`config.mk`:
```
export PLATFORM = sky130hd
export DESIGN_NAME = dpram_arbiter
export DESIGN_NICKNAME = d
export VERILOG_FILES = /design/src/rtl/dpram_arbiter.sv
export SDC_FILE = /design/constraint.sdc
export NUM_CORES = 1
export LEC_CHECK = 0
export ABC_AREA = 1
export BUFFER_PORTS_ARGS = -buffer_cell sky130_fd_sc_hd__buf_2
export CAP_MARGIN = 20
export CORE_MARGIN = 5
export CORE_UTILIZATION = 45
export CTS_BUF_LIST = sky130_fd_sc_hd__clkbuf_4 sky130_fd_sc_hd__clkbuf_8
export DETAILED_ROUTE_END_ITERATION = 6
export PLACE_DENSITY = 0.78
export SKIP_LAST_GASP = 1
export SLEW_MARGIN = 20
export SYNTH_ARGS = -nofsm -noshare
export SYNTH_HDL_FRONTEND = slang
export SYNTH_SLANG_ARGS = --single-unit
```
`constraint.sdc`:
```
create_clock -name i_clk -period 1.7 [get_ports i_clk]
set_input_delay 0.255 -clock i_clk [delete_from_list [all_inputs] [get_ports i_clk]]
set_output_delay 0.255 -clock i_clk [all_outputs]
set_load 0.05 [all_outputs]
```
`src/rtl/dpram_arbiter.sv`:
```
// rtl/dpram_arbiter.sv - two-client round-robin arbiter and sequencer for a dual-port RAM
// Independent write/read port arbitration, registered RAM issue, tagged read-data return.
module dpram_arbiter #(
   parameter int ADDR_WIDTH = 4,
   parameter int DATA_WIDTH = 8,
   parameter int RD_LATENCY = 1
) (
   input  logic                  i_clk,
   input  logic                  i_rst,
   input  logic                  i_a_req,
   input  logic                  i_a_we,
   input  logic [ADDR_WIDTH-1:0] i_a_addr,
   input  logic [DATA_WIDTH-1:0] i_a_wdata,
   output logic                  o_a_gnt,
   output logic                  o_a_rvalid,
   output logic [DATA_WIDTH-1:0] o_a_rdata,
   input  logic                  i_b_req,
   input  logic                  i_b_we,
   input  logic [ADDR_WIDTH-1:0] i_b_addr,
   input  logic [DATA_WIDTH-1:0] i_b_wdata,
   output logic                  o_b_gnt,
   output logic                  o_b_rvalid,
   output logic [DATA_WIDTH-1:0] o_b_rdata,
   output logic                  o_ram_valid,
   output logic                  o_ram_cs,
   output logic                  o_ram_wr_en,
   output logic                  o_ram_rd_en,
   output logic [ADDR_WIDTH-1:0] o_ram_wraddr,
   output logic [ADDR_WIDTH-1:0] o_ram_raddr,
   output logic [DATA_WIDTH-1:0] o_ram_wdata,
   input  logic [DATA_WIDTH-1:0] i_ram_rdata,
   input  logic                  i_ram_ready
);

   localparam logic CL_A = 1'b0;
   localparam logic CL_B = 1'b1;

   logic                  wr_prio_q, wr_prio_d;
   logic                  rd_prio_q, rd_prio_d;
   logic                  ram_valid_q, ram_valid_d;
   logic                  ram_wr_en_q, ram_wr_en_d;
   logic                  ram_rd_en_q, ram_rd_en_d;
   logic [ADDR_WIDTH-1:0] ram_wraddr_q, ram_wraddr_d;
   logic [ADDR_WIDTH-1:0] ram_raddr_q, ram_raddr_d;
   logic [DATA_WIDTH-1:0] ram_wdata_q, ram_wdata_d;
   logic [RD_LATENCY-1:0] tag_vld_q, tag_vld_d;
   logic [RD_LATENCY-1:0] tag_id_q, tag_id_d;
   logic                  a_rvalid_q, a_rvalid_d;
   logic                  b_rvalid_q, b_rvalid_d;
   logic [DATA_WIDTH-1:0] a_rdata_q, a_rdata_d;
   logic [DATA_WIDTH-1:0] b_rdata_q, b_rdata_d;

   logic                  ok, a_wr, a_rd, b_wr, b_rd;
   logic                  gnt_wa, gnt_wb, gnt_ra, gnt_rb;
   logic                  cand_ra, cand_rb, wr_any, rd_any;
   logic [ADDR_WIDTH-1:0] wr_addr_sel;

   // A read aimed at the address being written this cycle is held off so it sees the new data.
   always_comb begin
      ok          = ~i_rst & i_ram_ready;
      a_wr        = i_a_req & i_a_we;
      a_rd        = i_a_req & ~i_a_we;
      b_wr        = i_b_req & i_b_we;
      b_rd        = i_b_req & ~i_b_we;
      gnt_wa      = ok & a_wr & (~b_wr | (wr_prio_q == CL_A));
      gnt_wb      = ok & b_wr & (~a_wr | (wr_prio_q == CL_B));
      wr_any      = gnt_wa | gnt_wb;
      wr_addr_sel = gnt_wa ? i_a_addr : i_b_addr;
      cand_ra     = ok & a_rd & ~(wr_any & (i_a_addr == wr_addr_sel));
      cand_rb     = ok & b_rd & ~(wr_any & (i_b_addr == wr_addr_sel));
      gnt_ra      = cand_ra & (~cand_rb | (rd_prio_q == CL_A));
      gnt_rb      = cand_rb & (~cand_ra | (rd_prio_q == CL_B));
      rd_any      = gnt_ra | gnt_rb;
   end

   always_comb begin
      wr_prio_d = wr_prio_q;
      if (gnt_wa) begin
         wr_prio_d = CL_B;
      end else if (gnt_wb) begin
         wr_prio_d = CL_A;
      end
      rd_prio_d = rd_prio_q;
      if (gnt_ra) begin
         rd_prio_d = CL_B;
      end else if (gnt_rb) begin
         rd_prio_d = CL_A;
      end

      ram_valid_d  = wr_any | rd_any;
      ram_wr_en_d  = wr_any;
      ram_rd_en_d  = rd_any;
      ram_wraddr_d = ram_wraddr_q;
      ram_wdata_d  = ram_wdata_q;
      ram_raddr_d  = ram_raddr_q;
      if (wr_any) begin
         ram_wraddr_d = wr_addr_sel;
         ram_wdata_d  = gnt_wa ? i_a_wdata : i_b_wdata;
      end
      if (rd_any) begin
         ram_raddr_d = gnt_ra ? i_a_addr : i_b_addr;
      end

      // Tag shift line; the rvalid register forms its final stage.
      tag_vld_d    = '0;
      tag_id_d     = '0;
      tag_vld_d[0] = rd_any;
      tag_id_d[0]  = gnt_rb;
      for (int i = 1; i < RD_LATENCY; i++) begin
         tag_vld_d[i] = tag_vld_q[i-1];
         tag_id_d[i]  = tag_id_q[i-1];
      end

      a_rvalid_d = tag_vld_q[RD_LATENCY-1] & (tag_id_q[RD_LATENCY-1] == CL_A);
      b_rvalid_d = tag_vld_q[RD_LATENCY-1] & (tag_id_q[RD_LATENCY-1] == CL_B);
      a_rdata_d  = a_rvalid_d ? i_ram_rdata : a_rdata_q;
      b_rdata_d  = b_rvalid_d ? i_ram_rdata : b_rdata_q;
   end

   always_ff @(posedge i_clk) begin
      if (i_rst) begin
         wr_prio_q    <= CL_A;
         rd_prio_q    <= CL_A;
         ram_valid_q  <= 1'b0;
         ram_wr_en_q  <= 1'b0;
         ram_rd_en_q  <= 1'b0;
         ram_wraddr_q <= '0;
         ram_raddr_q  <= '0;
         ram_wdata_q  <= '0;
         tag_vld_q    <= '0;
         tag_id_q     <= '0;
         a_rvalid_q   <= 1'b0;
         b_rvalid_q   <= 1'b0;
         a_rdata_q    <= '0;
         b_rdata_q    <= '0;
      end else begin
         wr_prio_q    <= wr_prio_d;
         rd_prio_q    <= rd_prio_d;
         ram_valid_q  <= ram_valid_d;
         ram_wr_en_q  <= ram_wr_en_d;
         ram_rd_en_q  <= ram_rd_en_d;
         ram_wraddr_q <= ram_wraddr_d;
         ram_raddr_q  <= ram_raddr_d;
         ram_wdata_q  <= ram_wdata_d;
         tag_vld_q    <= tag_vld_d;
         tag_id_q     <= tag_id_d;
         a_rvalid_q   <= a_rvalid_d;
         b_rvalid_q   <= b_rvalid_d;
         a_rdata_q    <= a_rdata_d;
         b_rdata_q    <= b_rdata_d;
      end
   end

   assign o_a_gnt      = gnt_wa | gnt_ra;
   assign o_b_gnt      = gnt_wb | gnt_rb;
   assign o_a_rvalid   = a_rvalid_q;
   assign o_b_rvalid   = b_rvalid_q;
   assign o_a_rdata    = a_rdata_q;
   assign o_b_rdata    = b_rdata_q;
   assign o_ram_valid  = ram_valid_q;
   assign o_ram_cs     = ram_valid_q;
   assign o_ram_wr_en  = ram_wr_en_q;
   assign o_ram_rd_en  = ram_rd_en_q;
   assign o_ram_wraddr = ram_wraddr_q;
   assign o_ram_raddr  = ram_raddr_q;
   assign o_ram_wdata  = ram_wdata_q;

endmodule

```
==> qor.tcl, run 1 <==
set qor(tritoncts) {yes}
set qor(drv_cap) 0
set qor(grt_use_total_pct) 18.9
set qor(outcome) {finished with violations}
set qor(clock_sinks) 40
set qor(drt_pass1_iterations) 4
set qor(ys_warn_count) 0
set qor(worstPathMaxFanout) 4
set qor(critical-path-top-delay-family) {simple AND/OR/NAND/NOR gates}
set qor(synthArstFlopShare_pct) 0
set qor(failed_checks) {setup timing}
set qor(cpPeakStageDelay_ns) 0.37
set qor(cts-root-to-sink-buffers) 2
set qor(fin_nets) 410
set qor(floorplan.io_pins) 79
set qor(final.period_utilization_pct) 123
set qor(cellPowerDensity_mw_per_mm2) 809
set qor(worst-path-stages) 11
set qor(core_mm2) 0.00432
set qor(global_route_wire_length_before_repair_um) 9340
set qor(gp_congestion) 0.809
set qor(synth-adder-area-share_pct) 0
set qor(synth-compound-area-share_pct) 11.1
set qor(dieHeight_um) 76.5
set qor(muxShareOfSynthArea_pct) 0
set qor(power.total_mw) 2.31
set qor(post_cts_hold_buffer_count) 0
set qor(n_antenna_cell) 0
set qor(mostFrequentLayoutCells) {sky130_fd_sc_hd__buf_2 (76), sky130_fd_sc_hd__nor2_1 (41), sky130_fd_sc_hd__dfxtp_1 (39)}
set qor(maxSlewHeadroom_pct) 83.1
set qor(synth_top_family_by_area) {simple AND/OR/NAND/NOR gates}
set qor(cts_inserted_buffers) 5
set qor(antenna_found_initial) 0
set qor(post_synth_inst_count) 259
set qor(rsz0062_at_grt) {true}
set qor(vdd.ir_drop.worst_mv) 0.420
set qor(cp-end-kind) {primary output}
set qor(synth.top_cells.by_area) {sky130_fd_sc_hd__dfxtp_1 (40%), sky130_fd_sc_hd__nand3_1 (8.8%), sky130_fd_sc_hd__nor2_1 (7.7%), sky130_fd_sc_hd__nand2_1 (5.8%), sky130_fd_sc_hd__o21ai_0 (5.3%)}
set qor(clock_period_minus_worst_slack_ns) 2.08
set qor(clockRootBuffer) {sky130_fd_sc_hd__clkbuf_8}
set qor(required_time_worst_endpoint_ns) 1.44
set qor(critical_path_buffers_and_inverters) 2
set qor(avgSynthCellArea_um2) 7.68
set qor(setup_slack_ns) -0.384
set qor(critPathMostFrequentCell) {sky130_fd_sc_hd__nand2_4}
set qor(synthXorXnorAreaFrac_pct) 0
set qor(finalHoldViolCount) 0
set qor(drt-initial-drc-count) 92
set qor(clock_latency_ns) 0.30
set qor(worst_setup_path_start_kind) {flop}
set qor(hpwlAfterDp_um) 4050
set qor(clk_transition_reported_paths_ns) 0.09
set qor(synthDominantCellAreaShare_pct) 40.3
set qor(wl_per_cell_um) 12.7
set qor(slowest_stage) {sky130_fd_sc_hd__dfxtp_4}
set qor(synthToLayoutAreaGrowth_pct) 43.4
set qor(area_leader_netlist) {sky130_fd_sc_hd__dfxtp_1}
set qor(final_layout_size_suffix_gt1_share_pct) 44.4
set qor(finalClockSkew_ns) 0.0151
set qor(max_clock_freq_mhz) 480
set qor(dpl_cell_area_mm2) 0.00262
set qor(route.vias.total) 2103
set qor(min_path_cells) 3
set qor(grt_max_degree) 28
set qor(finalWirelength_um) 5390
set qor(setup_violations) 3
set qor(floorplan.die.width_um) 76.5
set qor(detail_route.vias_per_cell) 4.96
set qor(std_cell_rows) 24
set qor(crit_path_cell_trace) {buf_12 > o21ai_4 > nand2_4 > nand2_1 > nor2_4 > nand2_4 > nand2_4 > or2_1 > nand2_2 > nand2_4 > buf_6}
set qor(critPathArrivalTime_ns) 1.83
set qor(starting_density_of_the_core_pct) 46.0
set qor(hold_ws_ns) 0.198
set qor(final_max_slew_viol_count) 0
set qor(port_buffers) 78
set qor(setup_tns_ns) -0.795
set qor(htree_levels) 2
set qor(ys_seq_elements) 40
set qor(filler_cell_count) 366
set qor(mappedNetlistNets) 298
set qor(grt_pass1_vias) 2139
set qor(synth-main-ff-cell) {sky130_fd_sc_hd__dfxtp_1}
set qor(p_leak_nw) 1.51
set qor(netlist_area_mm2) 0.00199
set qor(min_path_type) {input port to flop}
set qor(route.detailed.drc) 0
set qor(worst_pin_slew_ns) 0.254
set qor(floorplan_die_area_mm2) 0.00585
set qor(global_route.overflow_total) 0
set qor(reg2reg_setup_slack_ns) -0.03
set qor(synth-edff-count) 0
set qor(worst_r2r_path_depth) 12
set qor(synth_sequential_area_ratio_pct) 40.3
set qor(worstSetupPathType) {flop to primary output}
set qor(synth.lib_cells_used.distinct) 30
set qor(final_area_mm2) 0.00285
set qor(post_synth_and_or_nand_nor_area_fraction_pct) 38.4
set qor(antenna_violating_nets_post_route) 0
set qor(layout.cells.most_common) {sky130_fd_sc_hd__buf_2}
## routing by layer
metal	vias up	wire length, um	global-route usage, %	share of wire, %
met1	943	2330	22.5	43
met4	0	59	4.55	1.1
li1	1072	-	-	-
met2	79	2510	31.8	47
met5	-	0	0	0
met3	9	482	7.09	8.9
## worst paths after layout
check                                     from             end
worst min-delay path            i_ram_rdata[6]    o_a_rdata[6]
worst min register to register  o_ram_raddr[0]  o_ram_raddr[0]
worst max-delay path                 wr_prio_q         o_b_gnt
worst max register to register       wr_prio_q  o_ram_raddr[2]
## timing repair
item / CTS / global route
buffers inserted: 7 / 1
setup endpoints to repair: 4 / 7
gates resized for setup: 9 / 11
pin swaps: 3 / 5
## metrics by stage
stage / worst slack [ns] / instances / util, %
finish: -0.384 / 424 / 66.0
global route: -0.484 / 424 / 66.0
CTS: -0.391 / 424 / 65.0
detailed placement: -0.247 / 409 / 60.6
global placement: -0.183 / 409 / 60.6
floorplan: -0.0439 / 259 / -
## worst register-to-register path, cell delays in order, from the launching register on
cell	delay, ns
sky130_fd_sc_hd__dfxtp_4	0.38
sky130_fd_sc_hd__nand3_4	0.09
sky130_fd_sc_hd__nand3_4	0.13
sky130_fd_sc_hd__buf_6	0.14
sky130_fd_sc_hd__nand3_2	0.06
sky130_fd_sc_hd__nand2_2	0.09
sky130_fd_sc_hd__nor2_4	0.04
sky130_fd_sc_hd__buf_4	0.13
sky130_fd_sc_hd__a21oi_4	0.16
sky130_fd_sc_hd__buf_6	0.14
sky130_fd_sc_hd__nand3_1	0.12
sky130_fd_sc_hd__nand3_2	0.09
sky130_fd_sc_hd__nand2_2	0.05
## registers in the layout, indices dropped and copies added, names as in the netlist
signal	cells
o_b_rdata	8
rd_prio_q	1
o_ram_wdata	8
o_ram_wraddr	4
o_a_rvalid	1
wr_prio_q	1
o_ram_raddr	4
tag_vld_q	1
tag_id_q	1
o_ram_wr_en	1
o_a_rdata	8
o_ram_cs	1
o_b_rvalid	1
## cells in the mapped netlist, types with 2 or more instances
| cell | number |
|---|---|
| sky130_fd_sc_hd__nand2_2 | 7 |
| sky130_fd_sc_hd__o21ai_1 | 2 |
| sky130_fd_sc_hd__nand3_2 | 5 |
| sky130_fd_sc_hd__dfxtp_1 | 40 |
| sky130_fd_sc_hd__nand2_1 | 31 |
| sky130_fd_sc_hd__clkbuf_1 | 2 |
| sky130_fd_sc_hd__nor2_2 | 2 |
| sky130_fd_sc_hd__buf_4 | 4 |
| sky130_fd_sc_hd__nor2_4 | 4 |
| sky130_fd_sc_hd__nand2_4 | 5 |
| sky130_fd_sc_hd__o211ai_1 | 10 |
| sky130_fd_sc_hd__inv_1 | 26 |
| sky130_fd_sc_hd__inv_2 | 3 |
| sky130_fd_sc_hd__nand3_4 | 2 |
| sky130_fd_sc_hd__nand3_1 | 35 |
| sky130_fd_sc_hd__o21ai_0 | 21 |
| sky130_fd_sc_hd__nand4_1 | 6 |
| sky130_fd_sc_hd__nor2_1 | 41 |
| sky130_fd_sc_hd__buf_6 | 2 |
## layout make-up
cell class / instances / area (um2) / share of cell area (%)
multi-input cells: 178 / 1040 / 36.4
flip-flops and latches: 40 / 805 / 28.2
repair buffers: 115 / 712 / 25.0
inverters: 31 / 119 / 4.17
clock buffers: 5 / 68.8 / 2.41
well taps: 52 / 65.1 / 2.28
clock inverters: 3 / 46.3 / 1.62
## power breakdown
| group | total (mW) | switching, mW | internal [mW] | leakage (nW) |
|---|---|---|---|---|
| Sequential | 1.00 | 0.0223 | 0.978 | 0.327 |
| Clock | 0.806 | 0.363 | 0.443 | 0.0548 |
| Combinational | 0.503 | 0.338 | 0.164 | 1.13 |
## cells by family (layout without fill, tap and decap cells)
group                  Yosys count  count (layout)
AOI/OAI and AO/OA               36              36
and+or+nand+nor                142             142
DFF                             40              40
buffers and inverters           41             154
Power figures use the tool's default switching activity.
==> inputs of run 2 (changes only) <==
--- a/config.mk
+++ b/config.mk
@@ -9,10 +9,11 @@
 export BUFFER_PORTS_ARGS = -buffer_cell sky130_fd_sc_hd__buf_2
 export CAP_MARGIN = 20
 export CORE_MARGIN = 5
-export CORE_UTILIZATION = 45
+export CORE_UTILIZATION = 50
 export CTS_BUF_LIST = sky130_fd_sc_hd__clkbuf_4 sky130_fd_sc_hd__clkbuf_8
 export DETAILED_ROUTE_END_ITERATION = 6
-export PLACE_DENSITY = 0.78
+export PLACE_DENSITY = 0.84
+export RECOVER_POWER = 100
 export SKIP_LAST_GASP = 1
 export SLEW_MARGIN = 20
 export SYNTH_ARGS = -nofsm -noshare
==> constraint.sdc (replaced) <==
create_clock -name i_clk -period 2.3 [get_ports i_clk]
set_input_delay 0.345 -clock i_clk [delete_from_list [all_inputs] [get_ports i_clk]]
set_output_delay 0.345 -clock i_clk [all_outputs]
set_load 0.05 [all_outputs]
==> qor.tcl, run 2 (synthesis results as in run 1) <==
set qor(grt_use_total_pct) 18.3
set qor(mostFrequentLayoutCells) {sky130_fd_sc_hd__nor2_1 (41), sky130_fd_sc_hd__dfxtp_1 (39), sky130_fd_sc_hd__clkbuf_1 (39)}
set qor(setup_slack_ns) 0.111
set qor(tritoncts) {yes}
set qor(global_route.overflow_total) 0
set qor(drt_pass1_iterations) 4
set qor(register_area_um2) 805
set qor(p_leak_nw) 1.20
set qor(cts-root-to-sink-buffers) 2
set qor(clockRootBuffer) {sky130_fd_sc_hd__clkbuf_8}
set qor(finalClockSkew_ns) 0.00867
set qor(floorplan.io_pins) 79
set qor(required_time_worst_endpoint_ns) 1.96
set qor(place_inst) 384
set qor(clock_period_minus_worst_slack_ns) 2.19
set qor(final_cell_count_no_fill) 393
set qor(gp_congestion) 0.860
set qor(cp-end-kind) {primary output}
set qor(final.period_utilization_pct) 95.2
set qor(critical-path-top-delay-family) {simple AND/OR/NAND/NOR gates}
set qor(critical_path_buffers_and_inverters) 1
set qor(core_mm2) 0.00391
set qor(vdd.ir_drop.worst_mv) 0.325
set qor(cpPeakStageDelay_ns) 0.37
set qor(final_util_pct) 63.4
set qor(rr_endpoint) {o_ram_wraddr[1]}
set qor(post_cts_hold_buffer_count) 0
set qor(dieHeight_um) 73.1
set qor(slowest_stage) {sky130_fd_sc_hd__dfxtp_4}
set qor(cp-startpoint) {wr_prio_q}
set qor(n_antenna_cell) 0
set qor(cellPowerDensity_mw_per_mm2) 616
set qor(antenna_found_initial) 0
set qor(finalHoldViolCount) 0
set qor(layout.cells.most_common) {sky130_fd_sc_hd__nor2_1}
set qor(reg2reg_setup_slack_ns) 0.30
set qor(std_cell_rows) 23
set qor(final_area_mm2) 0.00248
set qor(detail_route.vias_per_cell) 4.89
set qor(grt_pass1_vias) 1798
set qor(wl_per_cell_um) 12.3
set qor(grt_max_degree) 28
set qor(fin_nets) 381
set qor(min_path_type) {input port to flop}
set qor(crit-reg2reg-launch) {wr_prio_q}
set qor(crit_path_cell_trace) {nand3_4 > nand3_4 > nand3_1 > nand3_2 > nor2_4 > nand2_4 > nand2_4 > or2_1 > nand2_2 > nand2_1 > buf_4}
set qor(port_buffers) 78
set qor(cts_inserted_buffers) 5
set qor(final_max_slew_viol_count) 0
set qor(synthToLayoutAreaGrowth_pct) 24.7
set qor(starting_density_of_the_core_pct) 50.8
set qor(route.detailed.drc) 0
set qor(drt-initial-drc-count) 75
set qor(outcome) {complete, no violations}
set qor(worst_pin_slew_ns) 0.917
set qor(worst_r2r_path_depth) 7
set qor(worstPathMaxFanout) 8
set qor(route.vias.total) 1921
set qor(rsz0062_at_grt) {false}
set qor(setup_violations) 0
set qor(finalWirelength_um) 4850
set qor(floorplan.die.width_um) 73.1
set qor(final_layout_size_suffix_gt1_share_pct) 26.2
set qor(global_route_wire_length_before_repair_um) 7730
set qor(filler_cell_count) 373
set qor(htree_levels) 2
set qor(hold_ws_ns) 0.294
set qor(hpwlAfterDp_um) 3670
set qor(setup_tns_ns) 0
set qor(clock_sinks) 40
set qor(power.total_mw) 1.53
set qor(dpl_cell_area_mm2) 0.00241
set qor(area_used_by_multi_input_combinational_logic_mm2) 0.00100
set qor(max_clock_freq_mhz) 457
set qor(worstSetupPathType) {flop to primary output}
set qor(worst_setup_path_start_kind) {flop}
set qor(floorplan_die_area_mm2) 0.00534
set qor(critPathArrivalTime_ns) 1.84
set qor(worst-path-stages) 11
set qor(dp_worst_setup_slack_ns) 0.0982
set qor(clock_latency_ns) 0.29
set qor(drv_cap) 0
set qor(antenna_violating_nets_post_route) 0
set qor(maxSlewHeadroom_pct) 38.9
set qor(endpoint_of_the_worst_setup_timing_path) {o_b_gnt}
set qor(clk_transition_reported_paths_ns) 0.08
-- run 2: cell count changes in the layout (fill, tap and decap cells not counted), sizes merged --
| cell | change |
|---|---|
| clkinv | +3 |
| buf | -69 |
| clkbuf | +39 |
| inv | -1 |
| bufinv | -1 |
| clkinvlp | -1 |
| nand3 | +1 |
-- run 2: worst min path at each step --
stage,from,end,depth (start not counted)
global placement,o_ram_raddr[2],o_ram_raddr[2],2
detailed placement,o_ram_raddr[1],o_ram_raddr[1],2
floorplan,i_ram_rdata[0],o_a_rdata[0],2
finish,i_ram_rdata[4],o_a_rdata[4],3
CTS,i_ram_rdata[4],o_a_rdata[4],3
global route,i_ram_rdata[2],o_a_rdata[2],3
-- run 2: timing repair --
action                                  4_1_cts  5_1_grt
gates cloned                                  0        1
resized for setup                             2        7
endpoints found under the hold margin         0        0
buffers inserted                              0        0
endpoints found under the setup margin        2        2
-- run 2: power by group --
part	total (mW)	internal [mW]	switching [mW]	leakage, nW
combinational	0.326	0.0863	0.240	0.822
sequential	0.739	0.723	0.0164	0.327
clock	0.462	0.211	0.250	0.0479
-- run 2: per-layer routing --
layer	wire [um]	GRT usage [%]
met2	2090	29.7
met3	440	4.55
met4	49	6.35
met5	0	0
met1	2270	23.4
-- run 2: final cells by class --
cell class	count	area share [%]
Timing Repair Buffer	85	16.3
Multi-Input combinational cell	179	40.4
Clock buffer	5	2.77
Tap cell	50	2.52
Inverter	31	4.79
Sequential cell	40	32.4
Clock inverter	3	0.757
-- run 2: worst register-to-register path: cells and delay by family (launching register included) --
family                 cells  cell delay [ns]
buffers and inverters      3             0.96
flip-flops                 1             0.37
AND/OR/NAND/NOR            3             0.36
AO/OA/AOI/OAI              1             0.21
==> inputs of run 3 (changes only) <==
--- a/config.mk
+++ b/config.mk
@@ -12,6 +12,7 @@
 export CORE_UTILIZATION = 50
 export CTS_BUF_LIST = sky130_fd_sc_hd__clkbuf_4 sky130_fd_sc_hd__clkbuf_8
 export DETAILED_ROUTE_END_ITERATION = 6
+export GPL_TIMING_DRIVEN = 0
 export PLACE_DENSITY = 0.84
 export RECOVER_POWER = 100
 export SKIP_LAST_GASP = 1
==> qor.tcl, run 3 (synthesis results as in run 1) <==
set qor(cp-end-kind) {primary output}
set qor(finalHoldViolCount) 0
set qor(std_cell_rows) 23
set qor(worst_setup_path_start_kind) {flop}
set qor(floorplan.io_pins) 79
set qor(core_mm2) 0.00391
set qor(layout.cells.most_common) {sky130_fd_sc_hd__nor2_1}
set qor(starting_density_of_the_core_pct) 50.8
set qor(setup_tns_ns) 0
set qor(n_antenna_cell) 0
set qor(required_time_worst_endpoint_ns) 1.96
set qor(hpwlAfterDp_um) 3850
set qor(crit-reg2reg-launch) {wr_prio_q}
set qor(global_route.overflow_total) 0
set qor(finalClockSkew_ns) 0.00549
set qor(antenna_violating_nets_post_route) 0
set qor(floorplan_die_area_mm2) 0.00534
set qor(final_util_pct) 66.2
set qor(cellPowerDensity_mw_per_mm2) 640
set qor(cts-root-to-sink-buffers) 2
set qor(synthToLayoutAreaGrowth_pct) 30.3
set qor(drv_cap) 0
set qor(reg2reg_setup_slack_ns) 0.60
set qor(worstPathMaxFanout) 7
set qor(hp-start) {i_rst}
set qor(critPathArrivalTime_ns) 1.92
set qor(drt_pass1_iterations) 4
set qor(grt_max_degree) 13
set qor(route.vias.total) 1986
set qor(gp_congestion) 0.834
set qor(clk_transition_reported_paths_ns) 0.08
set qor(clock_sinks) 40
set qor(hold_path_end) {wr_prio_q}
set qor(worst_r2r_path_depth) 13
set qor(post_cts_hold_buffer_count) 0
set qor(min_path_type) {input port to flop}
set qor(drt-initial-drc-count) 63
set qor(final_max_slew_viol_count) 0
set qor(global_route_wire_length_before_repair_um) 8610
set qor(wl_per_cell_um) 12.8
set qor(maxSlewHeadroom_pct) 59.0
set qor(dieHeight_um) 73.1
set qor(htree_levels) 2
set qor(finalWirelength_um) 5140
set qor(route.detailed.drc) 0
set qor(fin_nets) 388
set qor(worst_pin_slew_ns) 0.618
set qor(clockRootBuffer) {sky130_fd_sc_hd__clkbuf_8}
set qor(grt_use_total_pct) 20.4
set qor(final_layout_size_suffix_gt1_share_pct) 27.1
set qor(rr_endpoint) {rd_prio_q}
set qor(clock_period_minus_worst_slack_ns) 2.26
set qor(detail_route.vias_per_cell) 4.97
set qor(clock_latency_ns) 0.29
set qor(antenna_found_initial) 0
set qor(rsz0062_at_grt) {true}
set qor(p_leak_nw) 1.24
set qor(min_path_cells) 2
set qor(outcome) {complete, no violations}
set qor(tritoncts) {yes}
set qor(mostFrequentLayoutCells) {sky130_fd_sc_hd__nor2_1 (41), sky130_fd_sc_hd__clkbuf_1 (40), sky130_fd_sc_hd__dfxtp_1 (39)}
set qor(final.period_utilization_pct) 98.5
set qor(max_clock_freq_mhz) 442
set qor(worstSetupPathType) {flop to primary output}
set qor(floorplan.die.width_um) 73.1
set qor(setup_violations) 0
set qor(vdd.ir_drop.worst_mv) 0.297
set qor(grt_pass1_vias) 1996
set qor(port_buffers) 77
set qor(cts_inserted_buffers) 5
## run 3: cell count changes in the layout (fill, tap and decap cells not counted), sizes merged
cell | before | now
clkinv | 4 | 2
clkbuf | 44 | 47
buf | 46 | 52
bufinv | 0 | 1
nand3 | 43 | 42
## run 3: cell type report
type / instances / area [um2]
multi-input combinational: 178 / 1010
clock buffer: 6 / 76.3
sequential: 40 / 805
clock inverter: 2 / 35.0
buffer: 10 / 85.1
fill: 370 / 1320
inverter: 31 / 119
tap: 50 / 62.6
timing repair buffer: 83 / 395
## run 3: repair_timing
action / in CTS / in global routing
setup buffers: 1 / 5
gates resized for setup: 4 / 7
setup endpoints to repair: 2 / 2
pin swaps: 1 / 6
endpoints found under the hold margin: 0 / 0
gates cloned: 0 / 0
## run 3: per-stage QoR
stage | hold slack [ns] | cell area [um2] | setup WS [ns] | cells | power, mW
2_1_floorplan | 0.480 | 1990 | 0.195 | 259 | 0.992
3_3_place_gp | 0.448 | 2440 | 0.0908 | 386 | 1.09
3_5_place_dp | 0.453 | 2440 | 0.0672 | 386 | 1.09
4_1_cts | 0.274 | 2570 | 0.00593 | 395 | 1.67
5_1_grt | 0.291 | 2590 | -0.0750 | 400 | 1.73
6_report | 0.280 | 2590 | 0.0352 | 400 | 1.66
## run 3: report_power, final
part	switching [mW]	internal [mW]	total (mW)
sequential	0.0174	0.723	0.740
combinational	0.243	0.0952	0.338
clock	0.247	0.334	0.581
## run 3: worst max-delay path by stage
| stage | endpoint | from | cells past startpoint |
|---|---|---|---|
| after floorplan | o_b_gnt | i_rst | 13 |
| after global placement | o_b_gnt | i_rst | 14 |
| after detailed placement | o_b_gnt | i_rst | 14 |
| after CTS | o_a_gnt | wr_prio_q | 10 |
| after global routing | o_b_gnt | wr_prio_q | 12 |
| final | o_b_gnt | wr_prio_q | 12 |
## run 3: metal layers
layer	track usage [%]	vias to the layer above	routed length [um]
li1	-	1033	-
met1	23.7	881	2240
met2	35.5	65	2380
met3	5.92	7	458
met4	6.97	0	59
met5	0	-	0
## run 3: worst max-delay path: stages (launching register included)
cell and delay, ns:
sky130_fd_sc_hd__dfxtp_4 0.38, sky130_fd_sc_hd__nand3_4 0.09, sky130_fd_sc_hd__nand3_4 0.14, sky130_fd_sc_hd__buf_12 0.14, sky130_fd_sc_hd__nand3_2 0.06, sky130_fd_sc_hd__nand2_2 0.09
sky130_fd_sc_hd__nor2_4 0.06, sky130_fd_sc_hd__nand2_4 0.06, sky130_fd_sc_hd__nand2_4 0.05, sky130_fd_sc_hd__or2_1 0.25, sky130_fd_sc_hd__nand2_2 0.09, sky130_fd_sc_hd__nand2_2 0.06
sky130_fd_sc_hd__buf_8 0.15
